`config.mk`:
```
export PLATFORM = sky130hd
export DESIGN_NAME = ram_port_arbiter_flat
export DESIGN_NICKNAME = d
export VERILOG_FILES = /design/src/rtl/ram_port_arbiter_if.sv /design/src/rtl/ram_port_arbiter.sv /design/src/flat_wrapper.sv
export SDC_FILE = /design/constraint.sdc
export NUM_CORES = 1
export LEC_CHECK = 0
export BUFFER_PORTS_ARGS = -buffer_cell sky130_fd_sc_hd__buf_2
export CORE_ASPECT_RATIO = 0.5
export CORE_MARGIN = 1
export CORE_UTILIZATION = 34
export DETAILED_ROUTE_END_ITERATION = 10
export GPL_TIMING_DRIVEN = 0
export HOLD_SLACK_MARGIN = 0.12
export PLACE_DENSITY = 0.85
export SLEW_MARGIN = 20
export SYNTH_ARGS = -nofsm -noshare
export SYNTH_HDL_FRONTEND = slang
export SYNTH_SLANG_ARGS = --single-unit
```
`constraint.sdc`:
```
create_clock -name clk -period 4.3 [get_ports clk]
set_clock_uncertainty 0.15 [all_clocks]
set_input_delay 0.86 -clock clk [delete_from_list [all_inputs] [get_ports clk]]
set_output_delay 0.86 -clock clk [all_outputs]
set_load 0.02 [all_outputs]
```
`src/rtl/ram_port_arbiter_if.sv`:
```
// Requester-side bus of the RAM port arbiter: two requesters packed side by side
// (requester 0 in the low half of addr/wdata, requester 1 in the high half).
interface ram_port_arbiter_if #(
  parameter int DATA_WIDTH = 16,
  parameter int ADDR_WIDTH = 10
);
  logic [1:0]              req;
  logic [1:0]              lock;
  logic [1:0]              we;
  logic [2*ADDR_WIDTH-1:0] addr;
  logic [2*DATA_WIDTH-1:0] wdata;
  logic [1:0]              gnt;
  logic [1:0]              rvalid;
  logic [DATA_WIDTH-1:0]   rdata;

  modport master (
    output req, lock, we, addr, wdata,
    input  gnt, rvalid, rdata
  );

  modport slave (
    input  req, lock, we, addr, wdata,
    output gnt, rvalid, rdata
  );
endinterface

```
`src/rtl/ram_port_arbiter.sv`:
```
// Round-robin arbiter sharing one synchronous RAM port between two requesters,
// with bounded burst locking and a read-tag pipeline that steers rvalid.
module ram_port_arbiter #(
  parameter int DATA_WIDTH   = 16,
  parameter int ADDR_WIDTH   = 10,
  parameter int READ_LATENCY = 1,
  parameter int MAX_BURST    = 4
) (
  input  logic                  clk,
  input  logic                  reset,
  ram_port_arbiter_if.slave     bus,
  output logic [ADDR_WIDTH-1:0] ram_addr,
  output logic [DATA_WIDTH-1:0] ram_data,
  output logic                  ram_we,
  input  logic [DATA_WIDTH-1:0] ram_q
);

  localparam int CW = $clog2(MAX_BURST + 1);

  typedef enum logic {IDLE, OWN} state_e;

  state_e                  state_q, state_d;
  logic                    owner_q, owner_d;
  logic                    last_q, last_d;
  logic [CW-1:0]           burst_cnt_q, burst_cnt_d;
  logic [READ_LATENCY-1:0] tag_vld_q, tag_vld_d;
  logic [READ_LATENCY-1:0] tag_id_q, tag_id_d;

  logic grant_vld;
  logic grant_id;
  logic extend;

  // Arbitration decision, shared by the next-state and output processes.
  always_comb begin
    // NOTE: every signal gets a default first so no path leaves it unassigned (no latch).
    grant_vld = 1'b0;
    grant_id  = 1'b0;
    extend    = 1'b0;
    if (state_q == OWN && bus.req[owner_q]) begin
      grant_vld = 1'b1;
      if (burst_cnt_q < CW'(MAX_BURST)) begin
        grant_id = owner_q;
        extend   = 1'b1;
      end else if (bus.req[~owner_q]) begin
        grant_id = ~owner_q;
      end else begin
        grant_id = owner_q;
      end
    end else if (&bus.req) begin
      grant_vld = 1'b1;
      grant_id  = ~last_q;
    end else if (|bus.req) begin
      grant_vld = 1'b1;
      grant_id  = bus.req[1];
    end
    if (reset) begin
      grant_vld = 1'b0;
    end
  end

  always_comb begin
    state_d     = state_q;
    owner_d     = owner_q;
    last_d      = last_q;
    burst_cnt_d = burst_cnt_q;
    if (grant_vld) begin
      last_d = grant_id;
      if (bus.lock[grant_id]) begin
        state_d     = OWN;
        owner_d     = grant_id;
        burst_cnt_d = extend ? burst_cnt_q + CW'(1) : CW'(1);
      end else begin
        state_d     = IDLE;
        burst_cnt_d = '0;
      end
    end
    tag_vld_d[0] = grant_vld && !bus.we[grant_id];
    tag_id_d[0]  = grant_id;
    for (int i = 1; i < READ_LATENCY; i++) begin
      tag_vld_d[i] = tag_vld_q[i-1];
      tag_id_d[i]  = tag_id_q[i-1];
    end
  end

  // NOTE: sequential state uses non-blocking assignments so every flop samples pre-edge values.
  always_ff @(posedge clk) begin
    if (reset) begin
      state_q     <= IDLE;
      owner_q     <= 1'b0;
      last_q      <= 1'b1;
      burst_cnt_q <= '0;
      tag_vld_q   <= '0;
    end else begin
      state_q     <= state_d;
      owner_q     <= owner_d;
      last_q      <= last_d;
      burst_cnt_q <= burst_cnt_d;
      tag_vld_q   <= tag_vld_d;
    end
  end

  // NOTE: tag ids are qualified by tag_vld_q, so this datapath storage needs no reset.
  always_ff @(posedge clk) begin
    tag_id_q <= tag_id_d;
  end

  always_comb begin
    bus.gnt    = 2'b00;
    bus.rvalid = 2'b00;
    ram_we     = 1'b0;
    ram_addr   = '0;
    ram_data   = '0;
    if (grant_vld) begin
      bus.gnt[grant_id] = 1'b1;
      ram_we   = bus.we[grant_id];
      ram_addr = grant_id ? bus.addr[2*ADDR_WIDTH-1:ADDR_WIDTH] : bus.addr[ADDR_WIDTH-1:0];
      ram_data = grant_id ? bus.wdata[2*DATA_WIDTH-1:DATA_WIDTH] : bus.wdata[DATA_WIDTH-1:0];
    end
    // Gating with reset drops a read whose tag reaches the output during reset.
    if (!reset && tag_vld_q[READ_LATENCY-1]) begin
      bus.rvalid[tag_id_q[READ_LATENCY-1]] = 1'b1;
    end
  end

  assign bus.rdata = ram_q;

endmodule

```
`src/flat_wrapper.sv`:
```
// flat-port wrapper written by rule: the top's interface ports become plain ports
module ram_port_arbiter_flat 
#(
  parameter int DATA_WIDTH   = 16,
  parameter int ADDR_WIDTH   = 10,
  parameter int READ_LATENCY = 1,
  parameter int MAX_BURST    = 4
)
  (clk, reset, ram_addr, ram_data, ram_we, ram_q, bus_req, bus_lock, bus_we, bus_addr, bus_wdata, bus_gnt, bus_rvalid, bus_rdata);
  ram_port_arbiter_if #(.DATA_WIDTH(DATA_WIDTH), .ADDR_WIDTH(ADDR_WIDTH)) bus_i ();
  input  logic clk;
  input  logic reset;
  output logic [ADDR_WIDTH-1:0] ram_addr;
  output logic [DATA_WIDTH-1:0] ram_data;
  output logic ram_we;
  input  logic [DATA_WIDTH-1:0] ram_q;
  input wire logic [$bits(bus_i.req)-1:0] bus_req;
  input wire logic [$bits(bus_i.lock)-1:0] bus_lock;
  input wire logic [$bits(bus_i.we)-1:0] bus_we;
  input wire logic [$bits(bus_i.addr)-1:0] bus_addr;
  input wire logic [$bits(bus_i.wdata)-1:0] bus_wdata;
  output wire logic [$bits(bus_i.gnt)-1:0] bus_gnt;
  output wire logic [$bits(bus_i.rvalid)-1:0] bus_rvalid;
  output wire logic [$bits(bus_i.rdata)-1:0] bus_rdata;
  assign bus_i.req = bus_req;
  assign bus_i.lock = bus_lock;
  assign bus_i.we = bus_we;
  assign bus_i.addr = bus_addr;
  assign bus_i.wdata = bus_wdata;
  assign bus_gnt = bus_i.gnt;
  assign bus_rvalid = bus_i.rvalid;
  assign bus_rdata = bus_i.rdata;
  ram_port_arbiter #(.DATA_WIDTH(DATA_WIDTH), .ADDR_WIDTH(ADDR_WIDTH), .READ_LATENCY(READ_LATENCY), .MAX_BURST(MAX_BURST)) u_core (.clk(clk), .reset(reset), .bus(bus_i), .ram_addr(ram_addr), .ram_data(ram_data), .ram_we(ram_we), .ram_q(ram_q));
endmodule
```
### Word level (Yosys, flattened, before mapping)

Index checks and enable logic that the tools add are counted.

* bits in registers: 8
* logic and storage cells: 59

* muxes and demuxes: 33
* add/sub/neg operators: 1
* $lt $le $gt $ge: 7
* bitwise logic cells: 2
* reduce and logical (&&, ||, !) cells: 10

Operators by type and width (count)
* $mux 16: 2
* $mux 1: 23
* $mux 10: 2
* $lt 1x2->1 const B: 4
* $mux 3: 2
* $logic_and 1x1->1: 5
* $mux 2: 2
* $reduce_and 2->1: 2
* $add 3x1->3 const B: 1
* $lt 3x3->1 const B: 1
* $demux 1 s1: 2
* $ge 1x1->1 const B: 2
* $logic_not 1->1: 2
* $not 1->1: 2
* $reduce_or 2->1: 1

### Depth between registers and ports, before layout

Gate-level depths: netlist of run 1.

* depth in word-level cells: 11
* gate-level depth with buffers: 5
* depth with buffers taken out: 4

### Worst setup path before layout of run 1

OpenSTA, ideal clock, no wires.

* kind: input -> output
* from: input bus_req[0]
* to: output ram_addr[7]
* stages: 5
* slack: 1.563 ns
* buffers on the path: 1
* arrival time: 1.727 ns
* cell sequence: nand2_1 o211ai_4 buf_6 mux2i_1 nor2_1

* word-level cells in the longest chain between the ends: 7
* elaborated cells on any way between the ends: 18

RTL lines
* start, declared: RTL line flat_wrapper.sv:17 `input wire logic [$bits(bus_i.req)-1:0] bus_req;`
* $mux 1 (implied by the code) (2 in a row): RTL line ram_port_arbiter.sv:44 `end else if (bus.req[~owner_q]) begin`
* $mux 1: RTL line ram_port_arbiter.sv:44
* $mux 1: RTL line ram_port_arbiter.sv:41 `if (burst_cnt_q < CW'(MAX_BURST)) begin`
* $mux 1: RTL line ram_port_arbiter.sv:39 `if (state_q == OWN && bus.req[owner_q]) begin`
* $mux 10: RTL line ram_port_arbiter.sv:116 `ram_addr = grant_id ? bus.addr[2*ADDR_WIDTH-1:ADDR_WIDTH] : bus.addr[ADDR_WIDTH-1:0];`
* $mux 10 *: RTL line ram_port_arbiter.sv:113 `if (grant_vld) begin`
* end, declared: RTL line flat_wrapper.sv:13 `output logic [ADDR_WIDTH-1:0] ram_addr;`

Mark *: on every way between the ends. The rest lies on a longest branch, timed or not. The select of a mux whose other input is x is not followed.

### Worst setup path after layout of run 1

* from: input bus_req[1]
* to: output ram_data[5]

* word-level cells in the longest chain between the ends: 7
* elaborated cells on any way between the ends: 18

RTL lines
* $mux 1 (implied by the code) (2 in a row): RTL line ram_port_arbiter.sv:44
* $mux 1: RTL line ram_port_arbiter.sv:44
* $mux 1: RTL line ram_port_arbiter.sv:41
* $mux 1: RTL line ram_port_arbiter.sv:39
* $mux 16: RTL line ram_port_arbiter.sv:117 `ram_data = grant_id ? bus.wdata[2*DATA_WIDTH-1:DATA_WIDTH] : bus.wdata[DATA_WIDTH-1:0];`
* $mux 16 *: RTL line ram_port_arbiter.sv:113
* end, declared: RTL line flat_wrapper.sv:14 `output logic [DATA_WIDTH-1:0] ram_data;`

Marked as above.

==> metrics.md, run 1 <==
| Metric | Value |
|---|---|
| Unique cell type count in the Yosys netlist | `26` |
| Initial antenna violation count | `0` |
| Port buffer count | `106` |
| HP Class | `register to register` |
| Die Ht | `39.6 microns` |
| Vias per inst | `4.58` |
| Core ar. | `2640 sq um` |
| Post-DRT Antenna Nets | `0` |
| First-pass GRT wire length | `3970 microns` |
| Detailed-route via count | `1,233` |
| Slowest cell on crit path | `clkbuf_1` |
| Total net switching power | `129 uW` |
| Fillers | `249` |
| WL per Instance | `11.1 microns` |
| Num CTS Buffers | `3` |
| CP dominant cell by count | `buf_2` |
| Drt initial violations | `40` |
| Synthesis Warnings | `0` |
| Sequential Area | `160 sq um` |
| Worst-skew pair later-pin latency | `0.23 ns` |
| Syn avg cell area | `7.80 sq um` |
| Setup Fix Bufs, Post-CTS | `0` |
| CP max FO | `10` |
| Worst slew margin | `72.5%` |
| Cell Chain, Critical Path | `buf_2, or2_2, nand2_1, clkbuf_1, nor2_1, buf_2` |
| Multi-input gate area | `623 sq um` |
| Final setup viols | `0` |
| CTS tree | `done` |
| Root Driver | `clkbuf_8` |
| Largest net degree at the start of global routing | `11` |
| Total grt overflow | `0` |
| Critical Path Source Type | `input port` |
| Pwr dens | `224 nW/um^2` |
| Total die area | `3050 sq um` |
| Final nets | `311` |
| Clock power frac | `25.0%` |
| Detailed Route WL | `2990 microns` |
| Setup_tns | `0 ns` |
| Yosys reg bits | `8` |
| # diodes | `0` |
| Maxcap violations | `0` |
| Worst Path Required | `3.29 ns` |
| Crit end category | `primary output` |
| Max Slew Vio Count | `0` |
| Pleak | `1.02 nW` |
| Gpl congestion | `0.680` |
| Die X-Extent | `77.1 microns` |
| Largest stage delay, worst path | `0.36 ns` |
| Synth Cell Area | `960 sq um` |
| Reg power frac | `23.9%` |
| Sink Count | `8` |
| Initial Util | `36.4%` |
| H-tree levels | `1` |
| Sequential share of the synthesized area | `16.7%` |
| Final Power | `353 uW` |
| Clock Tree Buf Depth | `2` |
| Max Freq | `0.321 GHz` |
| Synthesized instance count | `123` |
| Clk slew on worst S/H paths | `0.04 ns` |
| Vias in the first global route | `923` |
| Tcrit/Tclk final | `72.5%` |
| Crit path DAT | `2.11 ns` |
| Synthesized net count | `200` |
| Tmin final | `3.12 ns` |
| Global Route Usage Sum | `17.3%` |
| Final hold violations | `0` |
| HPWL after DPL | `2460 microns` |
| Hold_buf cts | `0` |
| Sw frac | `36.6%` |
| Internal | `224 uW` |
| Number of detailed-route iterations in the first pass | `4` |
| CP Class | `input port to primary output` |
| Unrepaired setup endpoints after global routing | `no` |
| Drt drc | `0` |
| Status | `finished clean` |
| Layout cells sized above 1 | `56.5%` |
| Post-cts gate resize count | `0` |
| Worst vdd ir | `0.0887 mV` |
| I/O Pins | `123` |
| Area grow syn2layout | `64.4%` |
| Worst-margin pin slew | `0.412 ns` |
| Rows | `13` |
| Comb pwr share | `51.1%` |
[power groups by stage]
stage | sequential (mW) | combinational (mW) | clock, mW
floorplan | 0.0840 | 0.118 | 0
global placement | 0.0847 | 0.176 | 0
detailed placement | 0.0852 | 0.180 | 0
CTS | 0.0839 | 0.181 | 0.0903
global route | 0.0845 | 0.195 | 0.0955
finish | 0.0843 | 0.180 | 0.0883
[routing by layer]
metal / global-route usage, % / up-vias / part of all wire, %
li1: - / 623 / -
met1: 19.7 / 552 / 41
met2: 33.8 / 52 / 53
met3: 2.09 / 6 / 4.6
met4: 8.49 / 0 / 1.5
met5: 0 / - / 0
[worst max-delay path, delay by kind of cell]
family	cells	cell delay [ns]
AND/OR/NAND/NOR	3	0.56
buffers and inverters	3	0.68
[placed cells by master (no fill, tap or decap)]
master and count:
nand3_1 1, nand2_1 4, dfxtp_1 8, buf_6 3, o211ai_4 1, o211ai_1 1
clkbuf_8 3, a32o_1 1, ha_1 1, and3_1 3, a31oi_1 1, a21oi_1 2
nor3b_1 2, o21a_1 2, clkbuf_1 3, inv_1 3, buf_2 106, a2bb2oi_1 1
buf_4 16, or2_2 1, o21ai_0 1, xor2_2 1, nor2b_1 2, nand4_1 1
nand3b_1 1, nor2_1 33, mux2i_1 28, a41o_1 2
[cell type report]
| class | instances | share of cell area (%) |
|---|---|---|
| Multi-Input combinational cell | 90 | 39.5 |
| Timing Repair Buffer | 106 | 33.6 |
| Buffer | 22 | 10.5 |
| Sequential cell | 8 | 10.2 |
| Tap cell | 37 | 2.93 |
| Clock buffer | 3 | 2.62 |
| Inverter | 3 | 0.714 |
[registers in the layout, indices dropped and copies added (netlist names)]
| name | flops |
|---|---|
| u_core.owner_q | 1 |
| u_core.tag_id_q | 1 |
| u_core.tag_vld_q | 1 |
| u_core.state_q | 1 |
| u_core.last_q | 1 |
| u_core.burst_cnt_q | 3 |
[cells in the mapped netlist]
library cell | instances | area [sq um]
clkbuf_1 | 3 | 11.3
nor2_1 | 33 | 124
ha_1 | 1 | 12.5
nor3b_1 | 2 | 15.0
o211ai_4 | 1 | 21.3
a21oi_1 | 2 | 10.0
buf_6 | 3 | 33.8
dfxtp_1 | 8 | 160
o21a_1 | 2 | 15.0
inv_1 | 3 | 11.3
nand4_1 | 1 | 6.26
o211ai_1 | 1 | 7.51
buf_4 | 16 | 120
nand3_1 | 1 | 5.00
xor2_2 | 1 | 16.3
mux2i_1 | 28 | 280
o21ai_0 | 1 | 5.00
or2_2 | 1 | 6.26
a2bb2oi_1 | 1 | 8.76
and3_1 | 3 | 18.8
nand2_1 | 4 | 15.0
nor2b_1 | 2 | 12.5
a31oi_1 | 1 | 6.26
a32o_1 | 1 | 10.0
nand3b_1 | 1 | 7.51
a41o_1 | 2 | 20.0
[through the flow]
stage | std cells | util, % | hold slack, ns | worst slack [ns] | area [sq um]
after floorplan | 123 | - | 0.307 | 1.56 | 960
after global placement | 266 | 58.3 | 0.339 | 1.19 | 1540
after detailed placement | 266 | 58.3 | 0.370 | 1.17 | 1540
after CTS | 269 | 59.9 | 0.375 | 1.18 | 1580
after global routing | 269 | 59.9 | 0.412 | 1.03 | 1580
final | 269 | 59.9 | 0.383 | 1.18 | 1580
[path summary, 6_finish.rpt]
check | startpoint | to | depth (start not counted) | slack (ns)
worst max-delay path | bus_req[1] | ram_data[5] | 6 | 1.18
worst min register to register | u_core.last_q | u_core.last_q | 2 | 0.38
worst max register to register | u_core.owner_q | u_core.owner_q | 5 | 2.69
worst min-delay path | u_core.last_q | u_core.last_q | 2 | 0.38
[logic make-up after synthesis]
| group | Yosys count | synth area share [%] |
|---|---|---|
| and+or+nand+nor | 48 | 21.9 |
| muxes | 28 | 29.2 |
| buffers and inverters | 25 | 18.4 |
| AOI/OAI and AO/OA | 12 | 10.8 |
| DFF | 8 | 16.7 |
| xor gates and xnor gates | 1 | 1.70 |
| adders and majority gates | 1 | 1.30 |
No activity file was read; power rests on OpenSTA's default activity.
==> inputs of run 2 (changes only) <==
--- a/config.mk
+++ b/config.mk
@@ -8,11 +8,11 @@
 export BUFFER_PORTS_ARGS = -buffer_cell sky130_fd_sc_hd__buf_2
 export CORE_ASPECT_RATIO = 0.5
 export CORE_MARGIN = 1
-export CORE_UTILIZATION = 34
+export CORE_UTILIZATION = 32
 export DETAILED_ROUTE_END_ITERATION = 10
 export GPL_TIMING_DRIVEN = 0
 export HOLD_SLACK_MARGIN = 0.12
-export PLACE_DENSITY = 0.85
+export PLACE_DENSITY = 0.81
 export SLEW_MARGIN = 20
 export SYNTH_ARGS = -nofsm -noshare
 export SYNTH_HDL_FRONTEND = slang
==> constraint.sdc (replaced) <==
create_clock -name clk -period 3.15 [get_ports clk]
set_clock_uncertainty 0.15 [all_clocks]
set_input_delay 0.63 -clock clk [delete_from_list [all_inputs] [get_ports clk]]
set_output_delay 0.63 -clock clk [all_outputs]
set_load 0.02 [all_outputs]
==> run 2 against run 1 <==
Hold slack got worse by 0.0051 ns. Cell area unchanged. Sequential power increased by 36%. First-iteration DRC count decreased by 35%. Critical endpoint is now ram_addr[0]. Critical path type unchanged. Critical path depth unchanged. Non-clock buffer count unchanged. Sequential share of layout area unchanged. Global-route usage decreased by 1.4 points. Clock power increased by 37%. Cell count unchanged. Setup slack got worse by 0.74 ns.
==> metrics.md, run 2 (synthesis gave the netlist of run 1 again) <==
| Metric | Value |
|---|---|
| Final Util | `58.1% (-1.8 points)` |
| Area grow syn2layout | `64.4% (unchanged)` |
| WL per Instance | `11.2 microns (+0.64%)` |
| Worst-margin pin slew | `0.428 ns (+0.0164 ns)` |
| Pleak | `1.02 nW (unchanged)` |
| Detailed Route WL | `3010 microns (+0.64%)` |
| Initial antenna violation count | `0 (unchanged)` |
| Vias per inst | `4.53 (-1.2%)` |
| Global Route Usage Sum | `15.9% (-1.4 points)` |
| Final Power | `483 uW (+37%)` |
| Num CTS Buffers | `3 (unchanged)` |
| Max Freq | `0.370 GHz` |
| Port buffer count | `106 (unchanged)` |
| Detailed-route via count | `1,218 (-1.2%)` |
| Post-DRT Antenna Nets | `0 (unchanged)` |
| Sw frac | `36.7% (+0.057 points)` |
| Clock power frac | `25.1% (about the same)` |
| Drt initial violations | `26 (-35%)` |
| Tmin final | `2.71 ns` |
| CP Class | `input port to primary output` |
| Status | `finished clean` |
| Crit end category | `primary output` |
| CP max FO | `10 (unchanged)` |
| Crit path DAT | `1.93 ns (-0.18 ns)` |
| Finished layout cell area | `1580 sq um (unchanged)` |
| HPWL after DPL | `2490 microns (+1.2%)` |
| Worst vdd ir | `0.113 mV (+28%)` |
| H-tree levels | `1 (unchanged)` |
| Maxcap violations | `0 (unchanged)` |
| Rows | `13 (unchanged)` |
| Layout cells sized above 1 | `56.5% (unchanged)` |
| Final nets | `311 (unchanged)` |
| Drt drc | `0 (unchanged)` |
| HP Class | `register to register` |
| Reg power frac | `23.9% (about the same)` |
| CTS tree | `done` |
| Root Driver | `clkbuf_8` |
| Top reg by flops | `u_core.burst_cnt_q` |
| Total grt overflow | `0 (unchanged)` |
| Internal | `305 uW (+37%)` |
| Comb pwr share | `51.1% (about the same)` |
| Largest net degree at the start of global routing | `11 (unchanged)` |
| Die X-Extent | `79.4 microns (+3.0%)` |
| Number of detailed-route iterations in the first pass | `4 (unchanged)` |
| Placed inst area | `1540 sq um (unchanged)` |
| Initial Util | `35.3% (-1.1 points)` |
| Unrepaired setup endpoints after global routing | `no` |
| Clock Tree Buf Depth | `2 (unchanged)` |
| First-pass GRT wire length | `3930 microns (-0.86%)` |
| Total net switching power | `177 uW (+37%)` |
| Sink Count | `8 (unchanged)` |
| Critical Path Source Type | `input port` |
| Commonest non-fill, non-tap cell in the layout | `buf_2` |
| Die Ht | `40.7 microns (+2.9%)` |
| Pwr dens | `306 nW/um^2 (+37%)` |
| Core ar. | `2720 sq um (+3.1%)` |
| # diodes | `0 (unchanged)` |
| Final setup viols | `0 (unchanged)` |
| Final hold violations | `0 (unchanged)` |
| Worst Path Required | `2.37 ns (-0.92 ns)` |
| Worst-skew pair later-pin latency | `0.23 ns (about the same)` |
| Worst slew margin | `71.4% (-1.1 points)` |
| Gpl congestion | `0.668 (-1.8%)` |
| Commonest non-fill, non-tap cells in the layout | `buf_2, nor2_1, mux2i_1, buf_4, dfxtp_1` |
| Tcrit/Tclk final | `85.9%` |
| Hold_buf cts | `0 (unchanged)` |
| Setup Fix Bufs, Post-CTS | `0 (unchanged)` |
| Vias in the first global route | `924 (+0.11%)` |
| I/O Pins | `123 (unchanged)` |
| Post-cts gate resize count | `0 (unchanged)` |
| Max Slew Vio Count | `0 (unchanged)` |
| Setup_tns | `0 ns (unchanged)` |
| Total die area | `3240 sq um (+6.0%)` |
| Place WS | `0.458 ns (-0.711 ns)` |
| Clk slew on worst S/H paths | `0.04 ns (about the same)` |
| Min setup slack post-route | `0.444 ns (-0.737 ns)` |
| Max FFs per register | `3 (unchanged)` |
## run 2: layout make-up
cell class / count / area, sq um
Fill cell: 256 / 1140
Clock buffer: 3 / 41.3
Inverter: 3 / 11.3
Tap cell: 37 / 46.3
Timing Repair Buffer: 106 / 531
Buffer: 22 / 165
Multi-Input combinational cell: 90 / 623
Sequential cell: 8 / 160
## run 2: critical path, cell delays in order
cell      delay (ns)
buf_2           0.15
or2_2           0.32
nand2_1         0.17
clkbuf_1        0.38
nor2_1          0.10
buf_2           0.18
## run 2: stage by stage
stage	hold slack, ns	std cells
after floorplan	0.307	123
after global placement	0.339	266
after detailed placement	0.368	266
after CTS	0.386	269
after global routing	0.400	269
final	0.378	269
## run 2: power groups by stage
| stage | registers (mW) | clock network (mW) | logic, mW |
|---|---|---|---|
| after detailed placement | 0.117 | 0 | 0.247 |
| after global placement | 0.116 | 0 | 0.241 |
| after CTS | 0.115 | 0.124 | 0.248 |
| after floorplan | 0.115 | 0 | 0.161 |
| after global routing | 0.116 | 0.130 | 0.267 |
| final | 0.115 | 0.121 | 0.246 |
## run 2: final timing paths
kind	from	endpoint	slack, ns	cells after the start
setup / recovery	bus_req[1]	ram_addr[0]	0.44	6
hold / removal	u_core.last_q	u_core.last_q	0.38	2
setup reg to reg	u_core.owner_q	u_core.owner_q	1.57	5
hold reg to reg	u_core.last_q	u_core.last_q	0.38	2
## run 2: metal layers
| metal | vias to the layer above | GRT usage [%] | share of wire [%] |
|---|---|---|---|
| li1 | 622 | - | - |
| met1 | 542 | 18.2 | 41 |
| met2 | 51 | 32.3 | 54 |
| met3 | 3 | 1.33 | 5.1 |
| met4 | 0 | 6.82 | 0.47 |
| met5 | - | 0 | 0 |
